### src/rtl/axi4_interconnect_pkg.sv
// Shared constants, types and helpers for the AXI4 interconnect write path.
// Imported by the write-path mux and its order FIFO.
package axi4_interconnect_pkg;

    localparam int AXI_LEN_W = 8;
    localparam int AXI_QOS_W = 4;

    typedef enum logic [0:0] {
        AW_IDLE   = 1'b0,
        AW_LOCKED = 1'b1
    } aw_state_e;

    // A single-master build still needs a 1-bit index.
    function automatic int midx_width(input int n);
        return (n > 1) ? $clog2(n) : 1;
    endfunction

endpackage

### src/rtl/axi4_wr_order_fifo.sv
// Small synchronous FIFO holding master indices of accepted AW bursts.
// The head is read combinationally so W routing can start the cycle after a push.
module axi4_wr_order_fifo #(
    parameter  int DEPTH = 4,
    parameter  int WIDTH = 4,
    localparam int PTR_W = $clog2(DEPTH),
    localparam int CNT_W = PTR_W + 1
) (
    input  logic             aclk,
    input  logic             areset,
    input  logic             push,
    input  logic [WIDTH-1:0] push_data,
    input  logic             pop,
    output logic [WIDTH-1:0] head,
    output logic [CNT_W-1:0] count,
    output logic             full,
    output logic             empty
);

    logic [WIDTH-1:0] mem [DEPTH];
    logic [PTR_W-1:0] wr_ptr_reg;
    logic [PTR_W-1:0] rd_ptr_reg;
    logic [CNT_W-1:0] count_reg;
    logic             do_push;
    logic             do_pop;

    assign full    = (count_reg == CNT_W'(DEPTH));
    assign empty   = (count_reg == '0);
    assign do_push = push && !full;
    assign do_pop  = pop && !empty;
    assign head    = mem[rd_ptr_reg];
    assign count   = count_reg;

    always_ff @(posedge aclk) begin
        if (do_push) begin
            mem[wr_ptr_reg] <= push_data;
        end
    end

    // DEPTH is a power of two, so the pointers wrap by plain overflow.
    always_ff @(posedge aclk) begin
        if (areset) begin
            wr_ptr_reg <= '0;
            rd_ptr_reg <= '0;
            count_reg  <= '0;
        end else begin
            if (do_push) begin
                wr_ptr_reg <= wr_ptr_reg + PTR_W'(1);
            end
            if (do_pop) begin
                rd_ptr_reg <= rd_ptr_reg + PTR_W'(1);
            end
            case ({do_push, do_pop})
                2'b10:   count_reg <= count_reg + CNT_W'(1);
                2'b01:   count_reg <= count_reg - CNT_W'(1);
                default: count_reg <= count_reg;
            endcase
        end
    end

endmodule

### src/rtl/axi4_write_path_mux.sv
// Write-path mux: locks onto the arbiter's AW winner, forwards it to the slave,
// and steers W beats strictly in accepted-AW order via the order FIFO.
module axi4_write_path_mux
    import axi4_interconnect_pkg::*;
#(
    parameter  int NUM_MASTERS = 10,
    parameter  int ADDR_WIDTH  = 32,
    parameter  int ID_WIDTH    = 4,
    parameter  int DATA_WIDTH  = 32,
    parameter  int WFIFO_DEPTH = 4,
    localparam int MIDX_W      = midx_width(NUM_MASTERS),
    localparam int STRB_W      = DATA_WIDTH / 8,
    localparam int CNT_W       = $clog2(WFIFO_DEPTH) + 1
) (
    input  logic                              aclk,
    input  logic                              areset,
    input  logic [NUM_MASTERS-1:0]            m_awvalid,
    output logic [NUM_MASTERS-1:0]            m_awready,
    input  logic [ADDR_WIDTH*NUM_MASTERS-1:0] m_awaddr,
    input  logic [ID_WIDTH*NUM_MASTERS-1:0]   m_awid,
    input  logic [AXI_LEN_W*NUM_MASTERS-1:0]  m_awlen,
    input  logic [AXI_QOS_W*NUM_MASTERS-1:0]  m_awqos,
    input  logic [NUM_MASTERS-1:0]            m_wvalid,
    output logic [NUM_MASTERS-1:0]            m_wready,
    input  logic [DATA_WIDTH*NUM_MASTERS-1:0] m_wdata,
    input  logic [STRB_W*NUM_MASTERS-1:0]     m_wstrb,
    input  logic [NUM_MASTERS-1:0]            m_wlast,
    output logic [NUM_MASTERS-1:0]            arb_request,
    output logic [NUM_MASTERS-1:0]            arb_valid,
    output logic [AXI_QOS_W*NUM_MASTERS-1:0]  arb_qos,
    output logic [ID_WIDTH*NUM_MASTERS-1:0]   arb_id,
    input  logic                              arb_grant_valid,
    input  logic [MIDX_W-1:0]                 arb_grant_master,
    output logic                              s_awvalid,
    input  logic                              s_awready,
    output logic [ADDR_WIDTH-1:0]             s_awaddr,
    output logic [ID_WIDTH-1:0]               s_awid,
    output logic [AXI_LEN_W-1:0]              s_awlen,
    output logic [AXI_QOS_W-1:0]              s_awqos,
    output logic                              s_wvalid,
    input  logic                              s_wready,
    output logic [DATA_WIDTH-1:0]             s_wdata,
    output logic [STRB_W-1:0]                 s_wstrb,
    output logic                              s_wlast,
    output logic [CNT_W-1:0]                  wr_outstanding
);

    aw_state_e state_reg, state_next;
    logic [MIDX_W-1:0] sel_reg, sel_next;

    logic [ADDR_WIDTH-1:0] aw_addr_arr [NUM_MASTERS];
    logic [ID_WIDTH-1:0]   aw_id_arr   [NUM_MASTERS];
    logic [AXI_LEN_W-1:0]  aw_len_arr  [NUM_MASTERS];
    logic [AXI_QOS_W-1:0]  aw_qos_arr  [NUM_MASTERS];
    logic [DATA_WIDTH-1:0] w_data_arr  [NUM_MASTERS];
    logic [STRB_W-1:0]     w_strb_arr  [NUM_MASTERS];

    logic [NUM_MASTERS-1:0] sel_onehot;
    logic [NUM_MASTERS-1:0] head_onehot;
    logic [NUM_MASTERS-1:0] grant_onehot;
    logic [NUM_MASTERS-1:0] aw_lock_onehot;
    logic [NUM_MASTERS-1:0] w_head_onehot;

    logic              locked;
    logic              w_active;
    logic              grant_hit;
    logic              aw_fire;
    logic              w_pop;
    logic [MIDX_W-1:0] fifo_head;
    logic [CNT_W-1:0]  fifo_count;
    logic              fifo_full;
    logic              fifo_empty;

    genvar gi;
    generate
        for (gi = 0; gi < NUM_MASTERS; gi++) begin : g_master
            assign aw_addr_arr[gi]  = m_awaddr[gi*ADDR_WIDTH +: ADDR_WIDTH];
            assign aw_id_arr[gi]    = m_awid[gi*ID_WIDTH +: ID_WIDTH];
            assign aw_len_arr[gi]   = m_awlen[gi*AXI_LEN_W +: AXI_LEN_W];
            assign aw_qos_arr[gi]   = m_awqos[gi*AXI_QOS_W +: AXI_QOS_W];
            assign w_data_arr[gi]   = m_wdata[gi*DATA_WIDTH +: DATA_WIDTH];
            assign w_strb_arr[gi]   = m_wstrb[gi*STRB_W +: STRB_W];
            assign sel_onehot[gi]   = (sel_reg == MIDX_W'(gi));
            assign head_onehot[gi]  = (fifo_head == MIDX_W'(gi));
            assign grant_onehot[gi] = (arb_grant_master == MIDX_W'(gi));
        end
    endgenerate

    // Outputs are forced quiet while reset is asserted, not just after it.
    assign locked         = (state_reg == AW_LOCKED) && !areset;
    assign w_active       = !fifo_empty && !areset;
    assign aw_lock_onehot = sel_onehot & {NUM_MASTERS{locked}};
    assign w_head_onehot  = head_onehot & {NUM_MASTERS{w_active}};

    assign arb_valid = m_awvalid;
    assign arb_qos   = m_awqos;
    assign arb_id    = m_awid;
    assign arb_request = ((state_reg == AW_IDLE) && !fifo_full && !areset) ? m_awvalid : '0;

    // Out-of-range grant indices match no one-hot bit and are ignored.
    assign grant_hit = arb_grant_valid && |(grant_onehot & m_awvalid);

    assign s_awvalid = |(aw_lock_onehot & m_awvalid);
    assign m_awready = aw_lock_onehot & {NUM_MASTERS{s_awready}};
    assign aw_fire   = s_awvalid && s_awready;

    assign s_wvalid  = |(w_head_onehot & m_wvalid);
    assign s_wlast   = |(w_head_onehot & m_wlast);
    assign m_wready  = w_head_onehot & {NUM_MASTERS{s_wready}};
    assign w_pop     = s_wvalid && s_wready && s_wlast;

    always_comb begin
        s_awaddr = '0;
        s_awid   = '0;
        s_awlen  = '0;
        s_awqos  = '0;
        s_wdata  = '0;
        s_wstrb  = '0;
        for (int i = 0; i < NUM_MASTERS; i++) begin
            if (aw_lock_onehot[i]) begin
                s_awaddr = aw_addr_arr[i];
                s_awid   = aw_id_arr[i];
                s_awlen  = aw_len_arr[i];
                s_awqos  = aw_qos_arr[i];
            end
            if (w_head_onehot[i]) begin
                s_wdata = w_data_arr[i];
                s_wstrb = w_strb_arr[i];
            end
        end
    end

    always_comb begin
        state_next = state_reg;
        sel_next   = sel_reg;
        case (state_reg)
            AW_IDLE: begin
                if (grant_hit && !fifo_full) begin
                    sel_next   = arb_grant_master;
                    state_next = AW_LOCKED;
                end
            end
            AW_LOCKED: begin
                if (aw_fire) begin
                    state_next = AW_IDLE;
                end
            end
            default: state_next = AW_IDLE;
        endcase
    end

    always_ff @(posedge aclk) begin
        if (areset) begin
            state_reg <= AW_IDLE;
            sel_reg   <= '0;
        end else begin
            state_reg <= state_next;
            sel_reg   <= sel_next;
        end
    end

    axi4_wr_order_fifo #(
        .DEPTH (WFIFO_DEPTH),
        .WIDTH (MIDX_W)
    ) u_order_fifo (
        .aclk      (aclk),
        .areset    (areset),
        .push      (aw_fire),
        .push_data (sel_reg),
        .pop       (w_pop),
        .head      (fifo_head),
        .count     (fifo_count),
        .full      (fifo_full),
        .empty     (fifo_empty)
    );

    assign wr_outstanding = fifo_count;

endmodule

### config.mk
export PLATFORM = sky130hd
export DESIGN_NAME = axi4_write_path_mux
export DESIGN_NICKNAME = d
export VERILOG_FILES = /design/src/rtl/axi4_interconnect_pkg.sv /design/src/rtl/axi4_wr_order_fifo.sv /design/src/rtl/axi4_write_path_mux.sv
export SDC_FILE = /design/constraint.sdc
export NUM_CORES = 1
export LEC_CHECK = 0
export ABC_AREA = 1
export CAP_MARGIN = 20
export CORE_AREA = 5 5 423 425
export DETAILED_ROUTE_END_ITERATION = 10
export DIE_AREA = 0 0 428 430
export GPL_TIMING_DRIVEN = 0
export PLACE_DENSITY = 0.33
export SLEW_MARGIN = 20
export SYNTH_ARGS = -nofsm -noshare
export SYNTH_HDL_FRONTEND = slang
export SYNTH_SLANG_ARGS = --single-unit
### constraint.sdc
create_clock -name aclk -period 3.95 [get_ports aclk]
set_input_delay 0.79 -clock aclk [delete_from_list [all_inputs] [get_ports aclk]]
set_output_delay 0.79 -clock aclk [all_outputs]
set_load 0.05 [all_outputs]
# --- After elaboration in Yosys (flattened, before gate mapping) ---
# Memories as Yosys holds them, arrays and structs flattened. A register that Yosys moved wholly into a read port is not among the register bits.
# Index checks and enable logic that the tools add are counted.
op_classes:
  n_mux: 69
  reduce_logical: 24
  n_bitwise: 9
  n_eq_ne: 30
  add_sub_neg: 4
op_table:
  columns: ["cell", "n"]
  rows:
  - ["$mux W32", 20]
  - ["$mux W4", 30]
  - ["$and A10 B10 Y10", 8]
  - ["$mux W8", 10]
  - ["$eq A4 B3 Y1 const B", 12]
  - ["$reduce_or A10 Y1", 4]
  - ["$eq A4 B2 Y1 const B", 6]
  - ["$eq A4 B4 Y1 const B", 6]
  - ["$eq A4 B1 Y1 const B", 3]
  - ["$logic_not A4 Y1", 3]
  - ["$logic_and A1 B1 Y1", 11]
  - ["$mux W10", 1]
  - ["$pmux W3 S2", 1]
  - ["$add A2 B1 Y2 const B", 2]
  - ["$mux W1", 4]
  - ["$mux W2", 2]
  - ["$add A3 B1 Y3 const B", 1]
  - ["$eq A3 B3 Y1 const B", 1]
  - ["$logic_not A1 Y1", 3]
  - ["$logic_not A3 Y1", 1]
  - ["$sub A3 B1 Y3 const B", 1]
  - ["$eq A2 B1 Y1 const B", 1]
  - ["$eq A2 B2 Y1 const B", 1]
  - ["$pmux W1 S2", 1]
  - ["3 further kinds", 3]
totals:
  mem_bits_rw: 16
  word_cells: 142
  inputBits: 879
  output_inout_bits: 210
  regBits: 12
  memories: 1
mem_list:
  columns: ["name", "depth", "width", "rd", "rd_ports_with_merged_regs", "wr", "line", "rtl"]
  rows:
  - ["u_order_fifo.mem", 4, 4, 1, 1, 1, "axi4_wr_order_fifo.sv:20", "logic [WIDTH-1:0] mem [DEPTH];"]

# --- Logic depth before layout (Yosys ltp) ---
# Gate-level depths: netlist of the first run.
depth:
  depth_word: 14
  mapped_depth: 22
  mapped_depth_nobuf: 21

# --- Cells and area by module ---
# A second synthesis of the first run with hierarchy kept.
unflattened:
  cells_unflattened: 1933
  area_unflattened_um2: 9491.6
modules_own_cells:
  columns: ["module", "n_inst", "area_each_um2", "cells_per_inst"]
  rows:
  - ["axi4_write_path_mux", 1, 8389.3, 1824]
  - ["axi4_wr_order_fifo", 1, 1102.3, 109]

# --- Least setup slack after synthesis of the first run ---
# OpenSTA, ideal clock, no wires.
synth_timing:
  path_type: "reg-to-output"
  start: "register u_order_fifo.count_reg[0], in the netlist u_order_fifo.count[0]"
  end: "output m_wready[1]"
  required_ns: 3.160
  arrival_time_ns: 2.651
  path_stages_with_launch: 5
  path_slack_ns: 0.509
  path_cell_list: "dfxtp_1 nor2_1 a21oi_2 nand3_4 nor4_1"
synth_between:
  elab_chain_len: 5
synth_rtl:
  columns: ["item", "line", "rtl"]
  rows:
  - ["start: declaration", "axi4_wr_order_fifo.sv:23", "logic [CNT_W-1:0] count_reg;"]
  - ["start signal: assignment", "axi4_wr_order_fifo.sv:54", "2'b10: count_reg <= count_reg + CNT_W'(1);"]
  - ["start signal: assignment", "axi4_wr_order_fifo.sv:55", "2'b01: count_reg <= count_reg - CNT_W'(1);"]
  - ["start signal: assignment", "axi4_wr_order_fifo.sv:56", "default: count_reg <= count_reg;"]
  - ["$logic_not A3 Y1", "axi4_wr_order_fifo.sv:28", "assign empty = (count_reg == '0);"]
  - ["$logic_not A1 Y1", "axi4_write_path_mux.sv:91", "assign w_active = !fifo_empty && !areset;"]
  - ["$logic_and A1 B1 Y1", "axi4_write_path_mux.sv:91", null]
  - ["$and A10 B10 Y10", "axi4_write_path_mux.sv:93", "assign w_head_onehot = head_onehot & {NUM_MASTERS{w_active}};"]
  - ["$and A10 B10 Y10", "axi4_write_path_mux.sv:109", "assign m_wready = w_head_onehot & {NUM_MASTERS{s_wready}};"]
  - ["end: declaration", "axi4_write_path_mux.sv:24", "output logic [NUM_MASTERS-1:0] m_wready,"]
# Every way passes these cells.

# --- Worst setup path after layout of the first run ---
layout_timing:
  start: "input areset"
  end: "output s_awqos[0]"
layout_between:
  elab_chain_len: 13
layout_rtl:
  columns: ["item", "line", "rtl"]
  rows:
  - ["start: declaration", "axi4_write_path_mux.sv:16", "input logic areset,"]
  - ["$logic_not A1 Y1 *", "axi4_write_path_mux.sv:90", "assign locked = (state_reg == AW_LOCKED) && !areset;"]
  - ["$logic_and A1 B1 Y1 *", "axi4_write_path_mux.sv:90", null]
  - ["$and A10 B10 Y10 *", "axi4_write_path_mux.sv:92", "assign aw_lock_onehot = sel_onehot & {NUM_MASTERS{locked}};"]
  - ["$mux W4 (9 in a row)", "axi4_write_path_mux.sv:120", "if (aw_lock_onehot[i]) begin"]
  - ["$mux W4 *", "axi4_write_path_mux.sv:120", null]
  - ["end: declaration", "axi4_write_path_mux.sv:39", "output logic [AXI_QOS_W-1:0] s_awqos,"]
# Every way passes the cells marked *; elsewhere a longest branch is shown, timed or not.

==> results of run 1 <==
[critical path, stage by stage]
cell and delay [ps]:
sky130_fd_sc_hd__buf_4 160, sky130_fd_sc_hd__nor2_2 210, sky130_fd_sc_hd__buf_6 170, sky130_fd_sc_hd__nand4_1 150
sky130_fd_sc_hd__buf_12 200, sky130_fd_sc_hd__buf_6 170, sky130_fd_sc_hd__o22ai_1 360, sky130_fd_sc_hd__a21oi_1 80
sky130_fd_sc_hd__nand3_1 90, sky130_fd_sc_hd__o22ai_1 100, sky130_fd_sc_hd__nand4_1 250, sky130_fd_sc_hd__buf_2 360
[repair_timing]
| action | CTS | global route |
|---|---|---|
| resized for setup | 529 | 72 |
| setup buffers | 16 | 0 |
| endpoints found under the setup margin | 130 | 62 |
| pin swaps | 15 | 5 |
| cloned | 0 | 0 |
[final cells by class]
class,count,area [µm²]
Clock inverter,2,12.5
Multi-Input combinational cell,1284,6110
Antenna cell,5,12.5
Timing Repair Buffer,1104,10900
Sequential cell,30,763
Inverter,187,739
Tap cell,2340,2930
Clock buffer,6,139
Buffer,187,1480
Fill cell,20600,152000
[metal layers]
layer / track usage (%) / vias up
met5: 0 / -
met4: 2.97 / 2
met3: 2.42 / 81
met2: 28.8 / 660
met1: 12.4 / 7401
li1: - / 7683
[synthesized netlist by cell type (11+ instances only)]
library cell and instances:
sky130_fd_sc_hd__o22ai_1 78, sky130_fd_sc_hd__nor2_1 128, sky130_fd_sc_hd__nand4_1 124, sky130_fd_sc_hd__inv_1 174
sky130_fd_sc_hd__buf_2 53, sky130_fd_sc_hd__buf_4 94, sky130_fd_sc_hd__o21ai_0 51, sky130_fd_sc_hd__nand2_2 11
sky130_fd_sc_hd__a21oi_1 95, sky130_fd_sc_hd__clkbuf_1 26, sky130_fd_sc_hd__edfxtp_1 16, sky130_fd_sc_hd__nand3_1 145
sky130_fd_sc_hd__nand2_1 622, sky130_fd_sc_hd__dfxtp_1 14
[logic make-up after synthesis]
group / Yosys count
flip-flops: 30
AND/OR/NAND/NOR: 1048
XOR/XNOR: 1
buffers and inverters: 374
AO/OA/AOI/OAI: 229
adder cells (fa/ha/maj): 6
[metrics by stage]
stage,setup TNS [ps],setup WS (ps)
floorplan,0,509
global placement,-170840,-2870
detailed placement,-167610,-2280
CTS,0,1.83
global route,-12.5,-9.66
finish,0,28.9
[power groups by stage]
stage | registers (mW) | logic (mW) | clock network [mW]
after global placement | 0.354 | 1.81 | 0
after CTS | 0.347 | 1.83 | 0.399
after global routing | 0.349 | 1.88 | 0.409
final | 0.347 | 1.80 | 0.385
after detailed placement | 0.354 | 1.81 | 0
after floorplan | 0.350 | 0.515 | 0
[worst max path at each step]
stage / slack [ps] / endpoint / startpoint / depth (start not counted)
global route: -10 / s_wdata[30] / areset / 11
floorplan: 510 / m_wready[1] / u_order_fifo.count[0] / 4
global placement: -2870 / s_awaddr[28] / areset / 10
CTS: 2 / s_awaddr[29] / sel_reg[2] / 10
finish: 30 / s_awqos[0] / areset / 12
detailed placement: -2280 / s_awaddr[10] / areset / 10
==> results by group, run 1 <==
Drt
  – Detail-routed via count per cell: 3.08
  – Met1 wire length: 42600 µm
  – Initial drt markers: 775
  – Number of DRC violations after detailed routing: 0
  – Length of routed met2 wiring: 77500 µm
  – Number of nets with antenna violations after routing: 0
  – Number of iterations in the first detailed-routing pass: 5
  – Mean routed wirelength per cell: 25.2 µm
  – Detailed Route WL: 130000 µm
  – DR WL met3: 6450 µm
  – Top layer reached by signal wires: met5
  – Total number of vias: 15.8k

Cells and area
  – Final standard cell utilization of the core: 13.2%
  – Fraction of final layout cells with drive strength greater than 1: 13.2%
  – Area of all placed cells without fillers: 0.0231 mm²
  – Most frequent cells in the layout: sky130_fd_sc_hd__clkdlybuf4s50_1, sky130_fd_sc_hd__nand2_1, sky130_fd_sc_hd__inv_1
  – Nets: 3684
  – Max reg flops: 16
  – Synth-to-layout area growth: 170%
  – Filler-free cell count of the finished design: 5145
  – Most common cell after layout, fill and taps aside: sky130_fd_sc_hd__clkdlybuf4s50_1

Run status
  – Result of the run: completed

Power and ir drop
  – Pwr Total: 2.53 mW
  – Part of the total power dissipated in sequential elements: 13.7%
  – Net Sw Frac: 37.4%
  – Clock share of power: 15.2%
  – Pwr per Cell Area: 110 mW/mm²
  – Net Switching: 947 µW
  – Worst supply voltage drop on vdd: 0.000141 V
  – Total leakage power: 9.24 nW
  – Combinational Power Share: 71.1%
  – Internal power of the cells: 1.59 mW

Hold path
  – Min-Delay Path Depth: 2
  – WHS Endpoint: u_order_fifo.rd_ptr_reg[1]
  – Hold crit path type: reg2reg
  – Hold path start: u_order_fifo.rd_ptr_reg[1]

Job
  – Number of max-cap violations: 0

Global routing
  – Largest net degree at the start of global routing: 12
  – Vias in the first global route: 17.1k
  – Initial antenna violation count: 19
  – Overall global routing resource usage: 13.3%
  – Wire length of the first global-routing pass: 165000 µm
  – Total global routing overflow: 0

Logic synthesis
  – Multiplexer fraction of the synthesized cell area: 0%
  – Main combinational cell family by area after synthesis: simple AND/OR/NAND/NOR gates
  – Count of flip-flops with a built-in enable after synthesis: 16
  – Cell variety after synth: 35
  – Synthesized instance count: 1688
  – Number of flip-flops and latches in the synthesized netlist: 30
  – Share of synthesized cell area in and, or, nand and nor gates: 53.3%
  – Xor and xnor area share after synthesis: 0.103%
  – Cell taking the most area after synthesis: sky130_fd_sc_hd__nand2_1
  – Synthesized cell area: 0.00854 mm²
  – Count of yosys warnings during synthesis: 0
  – Post-Synth Adder-Cell Area: 0.967%
  – Top area cells in the synthesized netlist: sky130_fd_sc_hd__nand2_1, sky130_fd_sc_hd__nand4_1, sky130_fd_sc_hd__nand3_1, sky130_fd_sc_hd__buf_4, sky130_fd_sc_hd__inv_1
  – Synthesized-area fraction occupied by ao, oa, aoi and oai cells: 14.9%
  – Async set-or-reset flop fraction in the synthesized netlist: 0%
  – Proportion of synthesized chip area in sequential cells: 8.91%
  – Post-synthesis average cell area: 5.06 µm²
  – Share of Yosys cell area claimed by the top area cell type: 27.3%
  – Number of nets produced by synthesis: 2573
  – Primary flip-flop cell chosen by synthesis mapping: sky130_fd_sc_hd__edfxtp_1

Critical path
  – Launch instance of the worst register-to-register path: sel_reg[3]
  – Count of cells along the worst register-to-register path: 15
  – Critical path class: in2out
  – CP startpoint kind: input port
  – Crit Reg-Reg Endpoint: u_order_fifo.count[2]
  – Arrival time of data at the critical path endpoint: 3130 ps
  – Kind of end point of the critical path: primary output
  – Worst-case register-to-register setup slack: 590 ps
  – Required time reported for the critical path endpoint: 3160 ps
  – CP Max Fanout: 10

Floorplanning
  – Initial Util: 4.88%
  – Die X: 428 µm
  – Io pins: 1089
  – Die Area: 0.184 mm²
  – Die span in y: 430 µm
  – Site Rows: 154
  – Placeable core region: 0.175 mm²

Timing
  – Final period util: 99.3%
  – Finish-stage setup viols: 0
  – Hold violation total from the final report: 0
  – Top achievable clock speed: 255 MHz
  – Worst hold slack: 495 ps
  – Clock Skews: 9.22 ps
  – Worst Max-Slew Pin Slew: 850 ps
  – Final slew viol count: 0
  – Setup repair after global routing missed its margin: true
  – Min Tclk post-route: 3920 ps
  – Relative slew slack: 43.1%

Clock network
  – Clock Path Buffers: 2
  – Root buf cell: sky130_fd_sc_hd__clkbuf_16
  – TritonCTS clock tree: built
  – CTS hold repair buffers: 0
  – Number of sinks on the clock net: 30
  – Number of buffers inserted during clock tree synthesis: 5
  – Level count of the clock H-tree: 2
  – Later-pin clock latency in the skew report: 280 ps
  – Clock edge transition at the registers on the reported setup and hold paths: 50 ps

Placement
  – Placed Instances: 5116
  – GPL Wtd Cong: 0.873
  – Half-perimeter wire length after placement: 116000 µm
  – Number of buffer cells added on primary ports: 1088
  – Placed Area: 0.0224 mm²
No activity file was read; power rests on OpenSTA's default activity.
==> run 2, diff against run 1 <==
--- a/config.mk
+++ b/config.mk
@@ -7,12 +7,13 @@
 export LEC_CHECK = 0
 export ABC_AREA = 1
 export CAP_MARGIN = 20
-export CORE_AREA = 5 5 423 425
+export CORE_AREA = 5 5 419 421
 export DETAILED_ROUTE_END_ITERATION = 10
-export DIE_AREA = 0 0 428 430
+export DIE_AREA = 0 0 424 426
 export GPL_TIMING_DRIVEN = 0
-export PLACE_DENSITY = 0.33
+export PLACE_DENSITY = 0.34
 export SLEW_MARGIN = 20
 export SYNTH_ARGS = -nofsm -noshare
 export SYNTH_HDL_FRONTEND = slang
+export SYNTH_HIERARCHICAL = 1
 export SYNTH_SLANG_ARGS = --single-unit
==> results by group, run 2 <==
Clock network
  – CTS hold repair buffers: 0 (unchanged)
  – TritonCTS clock tree: built (unchanged)
  – Number of buffers inserted during clock tree synthesis: 5 (unchanged)
  – Number of sinks on the clock net: 30 (unchanged)
  – Level count of the clock H-tree: 2 (unchanged)
  – Later-pin clock latency in the skew report: 300 ps (was 280 ps)
  – Clock edge transition at the registers on the reported setup and hold paths: 50 ps (about the same)
  – Root buf cell: sky130_fd_sc_hd__clkbuf_16 (unchanged)
  – Clock Path Buffers: 2 (unchanged)

Critical path
  – Launch instance of the worst register-to-register path: sel_reg[0] (was sel_reg[3])
  – Kind of end point of the critical path: primary output (unchanged)
  – CP startpoint kind: flip-flop (was input port)
  – Largest delay share family, worst path: buffers and inverters (unchanged)
  – Cell breakdown of the critical path: buf_6 -> inv_8 -> o21ai_1 -> o22ai_4 -> nor2_4 -> buf_6 -> buf_4 -> clkbuf_4 -> nand4_1 -> nand2_1 -> nor2_1 -> nand4_1 -> nand2_1 -> nand4_1 -> clkdlybuf4s18_2 (was buf_4 -> nor2_2 -> buf_6 -> nand4_1 -> buf_12 -> buf_6 -> o22ai_1 -> a21oi_1 -> nand3_1 -> o22ai_1 -> nand4_1 -> buf_2)
  – CP Buf/Inv Count: 6 (was 5)
  – Slowest cell delay on critical path: 370 ps (was 360 ps)
  – Required time reported for the critical path endpoint: 3160 ps (about the same)
  – Critical Path Most Common Cell: sky130_fd_sc_hd__nand4_1
  – Count of cells along the worst register-to-register path: 16 (was 15)
  – Stages on the worst setup path: 15 (was 12)
  – CP Max Fanout: 10 (unchanged)
  – Library cell contributing the largest single delay on the critical path: sky130_fd_sc_hd__clkdlybuf4s18_2 (was sky130_fd_sc_hd__o22ai_1)
  – Arrival time of data at the critical path endpoint: 3100 ps (was 3130 ps)
  – Critical path class: reg2out (was in2out)

Timing
  – Min Tclk post-route: 3890 ps (was 3920 ps)
  – Final worst-path setup slack: 59.1 ps (was 28.9 ps)
  – Setup repair after global routing missed its margin: true (unchanged)
  – Final slew viol count: 0 (unchanged)
  – Relative slew slack: 35.7% (was 43.1%)
  – Hold violation total from the final report: 0 (unchanged)
  – Finish-stage setup viols: 0 (unchanged)
  – Final period util: 98.5% (was 99.3%)
  – Clock Skews: 8.50 ps (was 9.22 ps)
  – Worst Max-Slew Pin Slew: 961 ps (was 850 ps)
  – Worst hold slack: 485 ps (was 495 ps)
  – Top achievable clock speed: 257 MHz (was 255 MHz)

Placement
  – Worst slack at placement: -2260 ps (was -2280 ps)
  – Placed Instances: 5255 (was 5116)
  – Number of buffer cells added on primary ports: 1088 (unchanged)
  – GPL Wtd Cong: 0.952 (was 0.873)
  – Half-perimeter wire length after placement: 120000 µm (was 116000 µm)

Floorplanning
  – Placeable core region: 0.171 mm² (was 0.175 mm²)
  – Die X: 424 µm (was 428 µm)
  – Io pins: 1089 (unchanged)
  – Die Area: 0.181 mm² (was 0.184 mm²)
  – Die span in y: 426 µm (was 430 µm)
  – Site Rows: 152 (was 154)
  – Initial Util: 5.55% (was 4.88%)

Logic synthesis
  – Post-synthesis average cell area: 4.91 µm² (was 5.06 µm²)
  – Synthesized cell area: 0.00949 mm² (was 0.00854 mm²)
  – Most common cell in the netlist: sky130_fd_sc_hd__nand2_1 (unchanged)
  – Number of flip-flops and latches in the synthesized netlist: 30 (unchanged)
  – Async set-or-reset flop fraction in the synthesized netlist: 0% (unchanged)
  – Count of yosys warnings during synthesis: 6 (was 0)
  – Cell variety after synth: 35 (unchanged)
  – Top area cells in the synthesized netlist: sky130_fd_sc_hd__nand2_1, sky130_fd_sc_hd__nand4_1, sky130_fd_sc_hd__nor2_1, sky130_fd_sc_hd__buf_4, sky130_fd_sc_hd__inv_1 (was sky130_fd_sc_hd__nand2_1, sky130_fd_sc_hd__nand4_1, sky130_fd_sc_hd__nand3_1, sky130_fd_sc_hd__buf_4, sky130_fd_sc_hd__inv_1)
  – Synthesized instance count: 1933 (was 1688)
  – Proportion of synthesized chip area in sequential cells: 8.01% (was 8.91%)
  – Cell taking the most area after synthesis: sky130_fd_sc_hd__nand2_1 (unchanged)
  – Primary flip-flop cell chosen by synthesis mapping: sky130_fd_sc_hd__edfxtp_1 (unchanged)
  – Number of nets produced by synthesis: 2818 (was 2573)
  – Ranking of synthesized cells by instance count: sky130_fd_sc_hd__nand2_1, sky130_fd_sc_hd__nor2_1, sky130_fd_sc_hd__nand4_1 (was sky130_fd_sc_hd__nand2_1, sky130_fd_sc_hd__inv_1, sky130_fd_sc_hd__nand3_1)
  – Count of flip-flops with a built-in enable after synthesis: 16 (unchanged)
  – Share of Yosys cell area claimed by the top area cell type: 25.9% (was 27.3%)

Drt
  – Mean routed wirelength per cell: 25.3 µm (was 25.2 µm)
  – Initial drt markers: 902 (was 775)
  – Total number of vias: 17.4k (was 15.8k)
  – Number of DRC violations after detailed routing: 0 (unchanged)
  – Detail-routed via count per cell: 3.26 (was 3.08)
  – Detailed Route WL: 134000 µm (was 130000 µm)
  – Number of iterations in the first detailed-routing pass: 5 (unchanged)
  – Number of nets with antenna violations after routing: 0 (unchanged)

Power and ir drop
  – Net Sw Frac: 39.9% (was 37.4%)
  – Worst supply voltage drop on vdd: 0.000110 V (was 0.000141 V)
  – Clock share of power: 15.6% (was 15.2%)
  – Pwr per Cell Area: 110 mW/mm² (about the same)
  – Internal power of the cells: 1.61 mW (was 1.59 mW)
  – Part of the total power dissipated in sequential elements: 13.3% (was 13.7%)
  – Net Switching: 1.07 mW (was 947 µW)
  – Total leakage power: 9.97 nW (was 9.24 nW)
  – Pwr Total: 2.69 mW (was 2.53 mW)
  – Combinational Power Share: 71.2% (was 71.1%)

Cells and area
  – Final standard cell utilization of the core: 14.3% (was 13.2%)
  – Synth-to-layout area growth: 157% (was 170%)
  – Most frequent cells in the layout: sky130_fd_sc_hd__clkdlybuf4s50_1, sky130_fd_sc_hd__nand2_1, sky130_fd_sc_hd__nor2_1 (was sky130_fd_sc_hd__clkdlybuf4s50_1, sky130_fd_sc_hd__nand2_1, sky130_fd_sc_hd__inv_1)
  – Most common cell after layout, fill and taps aside: sky130_fd_sc_hd__clkdlybuf4s50_1 (unchanged)
  – Fraction of final layout cells with drive strength greater than 1: 14.3% (was 13.2%)
  – Filler-free cell count of the finished design: 5325 (was 5145)
  – Nets: 3964 (was 3684)
  – Max reg flops: 16 (unchanged)

Global routing
  – Wire length of the first global-routing pass: 171000 µm (was 165000 µm)
  – Vias in the first global route: 18.5k (was 17.1k)
  – Initial antenna violation count: 32 (was 19)
  – Overall global routing resource usage: 14.0% (was 13.3%)
  – Total global routing overflow: 0 (unchanged)
  – Largest net degree at the start of global routing: 11 (was 12)

Run status
  – Result of the run: completed (unchanged)

Job
  – Number of max-cap violations: 0 (unchanged)

Hold path
  – Hold path start: u_order_fifo/rd_ptr_reg[0] (was u_order_fifo.rd_ptr_reg[1])
  – Min-Delay Path Depth: 2 (unchanged)
  – Hold crit path type: reg2reg (unchanged)
## run 2: cell types whose count changed in the layout (fill, tap and decap cells not counted), sizes merged, moves of 7 or more
cell and delta:
or2 +22, inv +28, a21oi -60, o22ai -74, buf +27, nand4 +142
clkbuf +20, nor2 +230, diode +7, o21ai -31, nand3 -58, nand2 +28
## run 2: what timing repair did
action | 4_1_cts | 5_1_grt
gates resized for setup | 526 | 72
gates cloned | 1 | 0
pin swaps | 44 | 17
setup endpoints to repair | 130 | 61
buffers inserted | 41 | 9
## run 2: cell type report
type	count	area (µm²)
clock buffer	6	139
timing repair buffer	1140	11300
multi-input combinational	1488	7000
clock inverter	2	12.5
buffer	202	1570
fill	20000	147000
tap	2233	2790
sequential	30	768
antenna	12	30.0
inverter	212	836
## run 2: stage by stage
| step | setup TNS [ps] | area [µm²] |
|---|---|---|
| detailed placement | -177120 | 23200 |
| finish | 0 | 24400 |
| global route | -5.98 | 24400 |
| CTS | -67.9 | 24300 |
| floorplan | 0 | 9490 |
| global placement | -179090 | 23200 |
## run 2: worst paths after layout
path,to,slack [ps]
setup reg to reg,u_order_fifo/count[1],460
setup / recovery,s_wdata[4],60
hold reg to reg,flip-flop,490
hold / removal,flip-flop,490
## run 2: tightest hold or removal path, cell delays in order, from the launching register on
cell,delay [ps]
sky130_fd_sc_hd__dfxtp_1,320
sky130_fd_sc_hd__a21oi_1,50
sky130_fd_sc_hd__nor2_1,70
## run 2: cell families after synthesis
logic type / count (synthesis) / share of synthesized area (%)
buffers and inverters: 415 / 21.3
DFF: 30 / 8.01
and+or+nand+nor: 1422 / 66.6
AOI/OAI and AO/OA: 60 / 3.22
adders and majority gates: 6 / 0.870
## run 2: layer usage
layer / part of all wire, % / global-route usage (%)
met4: 3.6 / 5.06
met1: 32 / 12.6
met3: 5.9 / 2.86
met5: 0.022 / 0
met2: 59 / 29.9
## run 2: power groups by stage
stage | Clock, mW | Combinational (mW) | Sequential, mW
after floorplan | 0 | 0.584 | 0.351
after global placement | 0 | 1.91 | 0.367
after detailed placement | 0 | 1.92 | 0.367
after CTS | 0.451 | 1.95 | 0.361
after global routing | 0.444 | 2.01 | 0.360
final | 0.418 | 1.91 | 0.356
==> run 3, diff against run 2 <==
--- a/config.mk
+++ b/config.mk
@@ -10,7 +10,6 @@
 export CORE_AREA = 5 5 419 421
 export DETAILED_ROUTE_END_ITERATION = 10
 export DIE_AREA = 0 0 424 426
-export GPL_TIMING_DRIVEN = 0
 export PLACE_DENSITY = 0.34
 export SLEW_MARGIN = 20
 export SYNTH_ARGS = -nofsm -noshare
==> results by group, run 3 (synthesis results as in run 2) <==
Hold path
  – Hold crit path type: reg2reg (unchanged)
  – Hold path start: u_order_fifo/rd_ptr_reg[0] (unchanged)
  – Min-Delay Path Depth: 2 (unchanged)

Cells and area
  – Filler-free cell count of the finished design: 5266 (was 5325)
  – Most common cell after layout, fill and taps aside: sky130_fd_sc_hd__clkdlybuf4s50_1 (unchanged)
  – Max reg flops: 16 (unchanged)
  – Nets: 3911 (was 3964)
  – Synth-to-layout area growth: 167% (was 157%)
  – Filler Cells Inserted: 19.9k (was 20.0k)
  – Most frequent cells in the layout: sky130_fd_sc_hd__clkdlybuf4s50_1, sky130_fd_sc_hd__nand2_1, sky130_fd_sc_hd__nor2_1 (unchanged)
  – Area of all placed cells without fillers: 0.0253 mm² (was 0.0244 mm²)
  – Final standard cell utilization of the core: 14.8% (was 14.3%)
  – Fraction of final layout cells with drive strength greater than 1: 13.4% (was 14.3%)

Timing
  – Finish-stage setup viols: 0 (unchanged)
  – Final slew viol count: 0 (unchanged)
  – Setup repair after global routing missed its margin: true (unchanged)
  – Worst Max-Slew Pin Slew: 607 ps (was 961 ps)
  – Hold violation total from the final report: 0 (unchanged)
  – Top achievable clock speed: 264 MHz (was 257 MHz)
  – Worst hold slack: 482 ps (was 485 ps)
  – Clock Skews: 10.8 ps (was 8.50 ps)
  – Relative slew slack: 59.4% (was 35.7%)
  – Setup TNS Final: 0 ps (unchanged)
  – Min Tclk post-route: 3790 ps (was 3890 ps)
  – Final period util: 95.9% (was 98.5%)
  – Final worst-path setup slack: 164 ps (was 59.1 ps)

Drt
  – Mean routed wirelength per cell: 23.3 µm (was 25.3 µm)
  – Initial drt markers: 910 (was 902)
  – Detailed Route WL: 122000 µm (was 134000 µm)
  – Detail-routed via count per cell: 3.27 (was 3.26)
  – Number of iterations in the first detailed-routing pass: 5 (unchanged)
  – Total number of vias: 17.2k (was 17.4k)
  – Number of DRC violations after detailed routing: 0 (unchanged)
  – Number of nets with antenna violations after routing: 0 (unchanged)

Critical path
  – Kind of end point of the critical path: primary output (unchanged)
  – Cell breakdown of the critical path: inv_2 -> o21ai_0 -> o22ai_2 -> buf_4 -> nor2_4 -> buf_12 -> buf_4 -> nand4_1 -> nand2_1 -> nor2_1 -> nand4_1 -> nand2_1 -> nand4_1 -> buf_12 (was buf_6 -> inv_8 -> o21ai_1 -> o22ai_4 -> nor2_4 -> buf_6 -> buf_4 -> clkbuf_4 -> nand4_1 -> nand2_1 -> nor2_1 -> nand4_1 -> nand2_1 -> nand4_1 -> clkdlybuf4s18_2)
  – Critical Path Most Common Cell: sky130_fd_sc_hd__nand4_1 (unchanged)
  – CP startpoint kind: flip-flop (unchanged)
  – Worst-case register-to-register setup slack: 540 ps (was 460 ps)
  – Count of cells along the worst register-to-register path: 23 (was 16)
  – Slowest cell delay on critical path: 380 ps (was 370 ps)
  – Crit Reg-Reg Endpoint: u_order_fifo/count[2] (was u_order_fifo/count[1])
  – Critical path class: reg2out (unchanged)
  – Library cell contributing the largest single delay on the critical path: sky130_fd_sc_hd__dfxtp_4 (was sky130_fd_sc_hd__clkdlybuf4s18_2)
  – CP Max Fanout: 41 (was 10)
  – Required time reported for the critical path endpoint: 3160 ps (about the same)
  – Arrival time of data at the critical path endpoint: 3000 ps (was 3100 ps)

Global routing
  – Met1 usage: 11.8% (was 12.6%)
  – Global-route track usage on met2: 27.6% (was 29.9%)
  – Overall global routing resource usage: 12.7% (was 14.0%)
  – Wire length of the first global-routing pass: 159000 µm (was 171000 µm)
  – Initial antenna violation count: 38 (was 32)
  – Largest net degree at the start of global routing: 42 (was 11)
  – Vias in the first global route: 18.4k (was 18.5k)
  – Most utilized layer in the global route result: met2 (unchanged)
  – Met3 track utilization from global routing: 2.23% (was 2.86%)
  – Total global routing overflow: 0 (unchanged)

Power and ir drop
  – Total leakage power: 10.1 nW (was 9.97 nW)
  – Pwr Total: 2.73 mW (was 2.69 mW)
  – Pwr per Cell Area: 108 mW/mm² (was 110 mW/mm²)
  – Worst supply voltage drop on vdd: 0.000113 V (was 0.000110 V)

Floorplanning
  – Io pins: 1089 (unchanged)
  – Die span in y: 426 µm (unchanged)
  – Die X: 424 µm (unchanged)
  – Site Rows: 152 (unchanged)
  – Placeable core region: 0.171 mm² (unchanged)
  – Die Area: 0.181 mm² (unchanged)
  – Initial Util: 5.55% (unchanged)

Run status
  – Result of the run: completed (unchanged)

Job
  – Number of max-cap violations: 0 (unchanged)

Clock network
  – Clock Path Buffers: 2 (unchanged)
  – Root buf cell: sky130_fd_sc_hd__clkbuf_16 (unchanged)
  – Later-pin clock latency in the skew report: 300 ps (about the same)
  – CTS hold repair buffers: 0 (unchanged)
  – Clock edge transition at the registers on the reported setup and hold paths: 50 ps (about the same)
  – Level count of the clock H-tree: 2 (unchanged)
  – Number of sinks on the clock net: 30 (unchanged)
  – TritonCTS clock tree: built (unchanged)
  – Number of buffers inserted during clock tree synthesis: 5 (unchanged)

Placement
  – Worst slack at placement: -566 ps (was -2260 ps)
  – GPL Wtd Cong: 0.998 (was 0.952)
  – Placed Area: 0.0251 mm² (was 0.0232 mm²)
  – Placed Instances: 5249 (was 5255)
  – Number of buffer cells added on primary ports: 1088 (unchanged)
  – Half-perimeter wire length after placement: 110000 µm (was 120000 µm)
## run 3: changes by cell type in the layout (fill, tap and decap cells not counted), moves of 19 or more
| cell | before | now |
|---|---|---|
| sky130_fd_sc_hd__clkbuf_4 | 19 | 0 |
| sky130_fd_sc_hd__buf_12 | 14 | 149 |
| sky130_fd_sc_hd__clkdlybuf4s50_1 | 998 | 964 |
| sky130_fd_sc_hd__buf_6 | 23 | 0 |
| sky130_fd_sc_hd__clkbuf_2 | 24 | 0 |
| sky130_fd_sc_hd__buf_2 | 46 | 0 |
| sky130_fd_sc_hd__clkdlybuf4s15_2 | 32 | 1 |
## run 3: per-layer routing
layer / up-vias / part of all wire [%]
li1: 8342 / -
met1: 7978 / 33
met2: 794 / 59
met3: 125 / 5.5
met4: 0 / 3.0
met5: - / 0
## run 3: worst max path at each step
stage	startpoint	to	slack, ps	cells after the start
finish	flip-flop	s_wdata[8]	160	14
global route	flip-flop	s_wdata[17]	-30	15
CTS	flip-flop	s_wdata[17]	20	15
detailed placement	areset	s_wdata[17]	-570	13
global placement	areset	s_wdata[17]	-620	13
floorplan	u_order_fifo/count[0]	m_wready[9]	430	6
## run 3: layout make-up
| cell class | count | area (µm²) | share of cell area (%) |
|---|---|---|---|
| well taps | 2233 | 2790 | 11.0 |
| flip-flops and latches | 30 | 764 | 3.02 |
| clock inverters | 2 | 12.5 | 0.0494 |
| inverters | 212 | 798 | 3.15 |
| clock buffers | 6 | 139 | 0.549 |
| multi-input cells | 1488 | 6830 | 27.0 |
| diodes | 6 | 15.0 | 0.0593 |
| repair buffers | 1289 | 14000 | 55.2 |
## run 3: where the power goes
group | switching, mW | leakage (nW) | internal [mW] | total, mW
clock | 0.159 | 0.0729 | 0.250 | 0.409
sequential | 0.0132 | 0.273 | 0.335 | 0.348
combinational | 0.883 | 9.79 | 1.09 | 1.97
total | 1.06 | 10.1 | 1.67 | 2.73
## run 3: timing repair
action,CTS,global route
gates resized for setup,15,5
endpoints found under the setup margin,84,12
buffers inserted,3,0
pin swaps,6,1
## run 3: worst max-delay path: cells and delay by family (launching register included)
family	cells	cell delay [ps]
AND/OR/NAND/NOR	7	1050
flip-flops	1	380
buffers and inverters	5	930
AO/OA/AOI/OAI	2	280
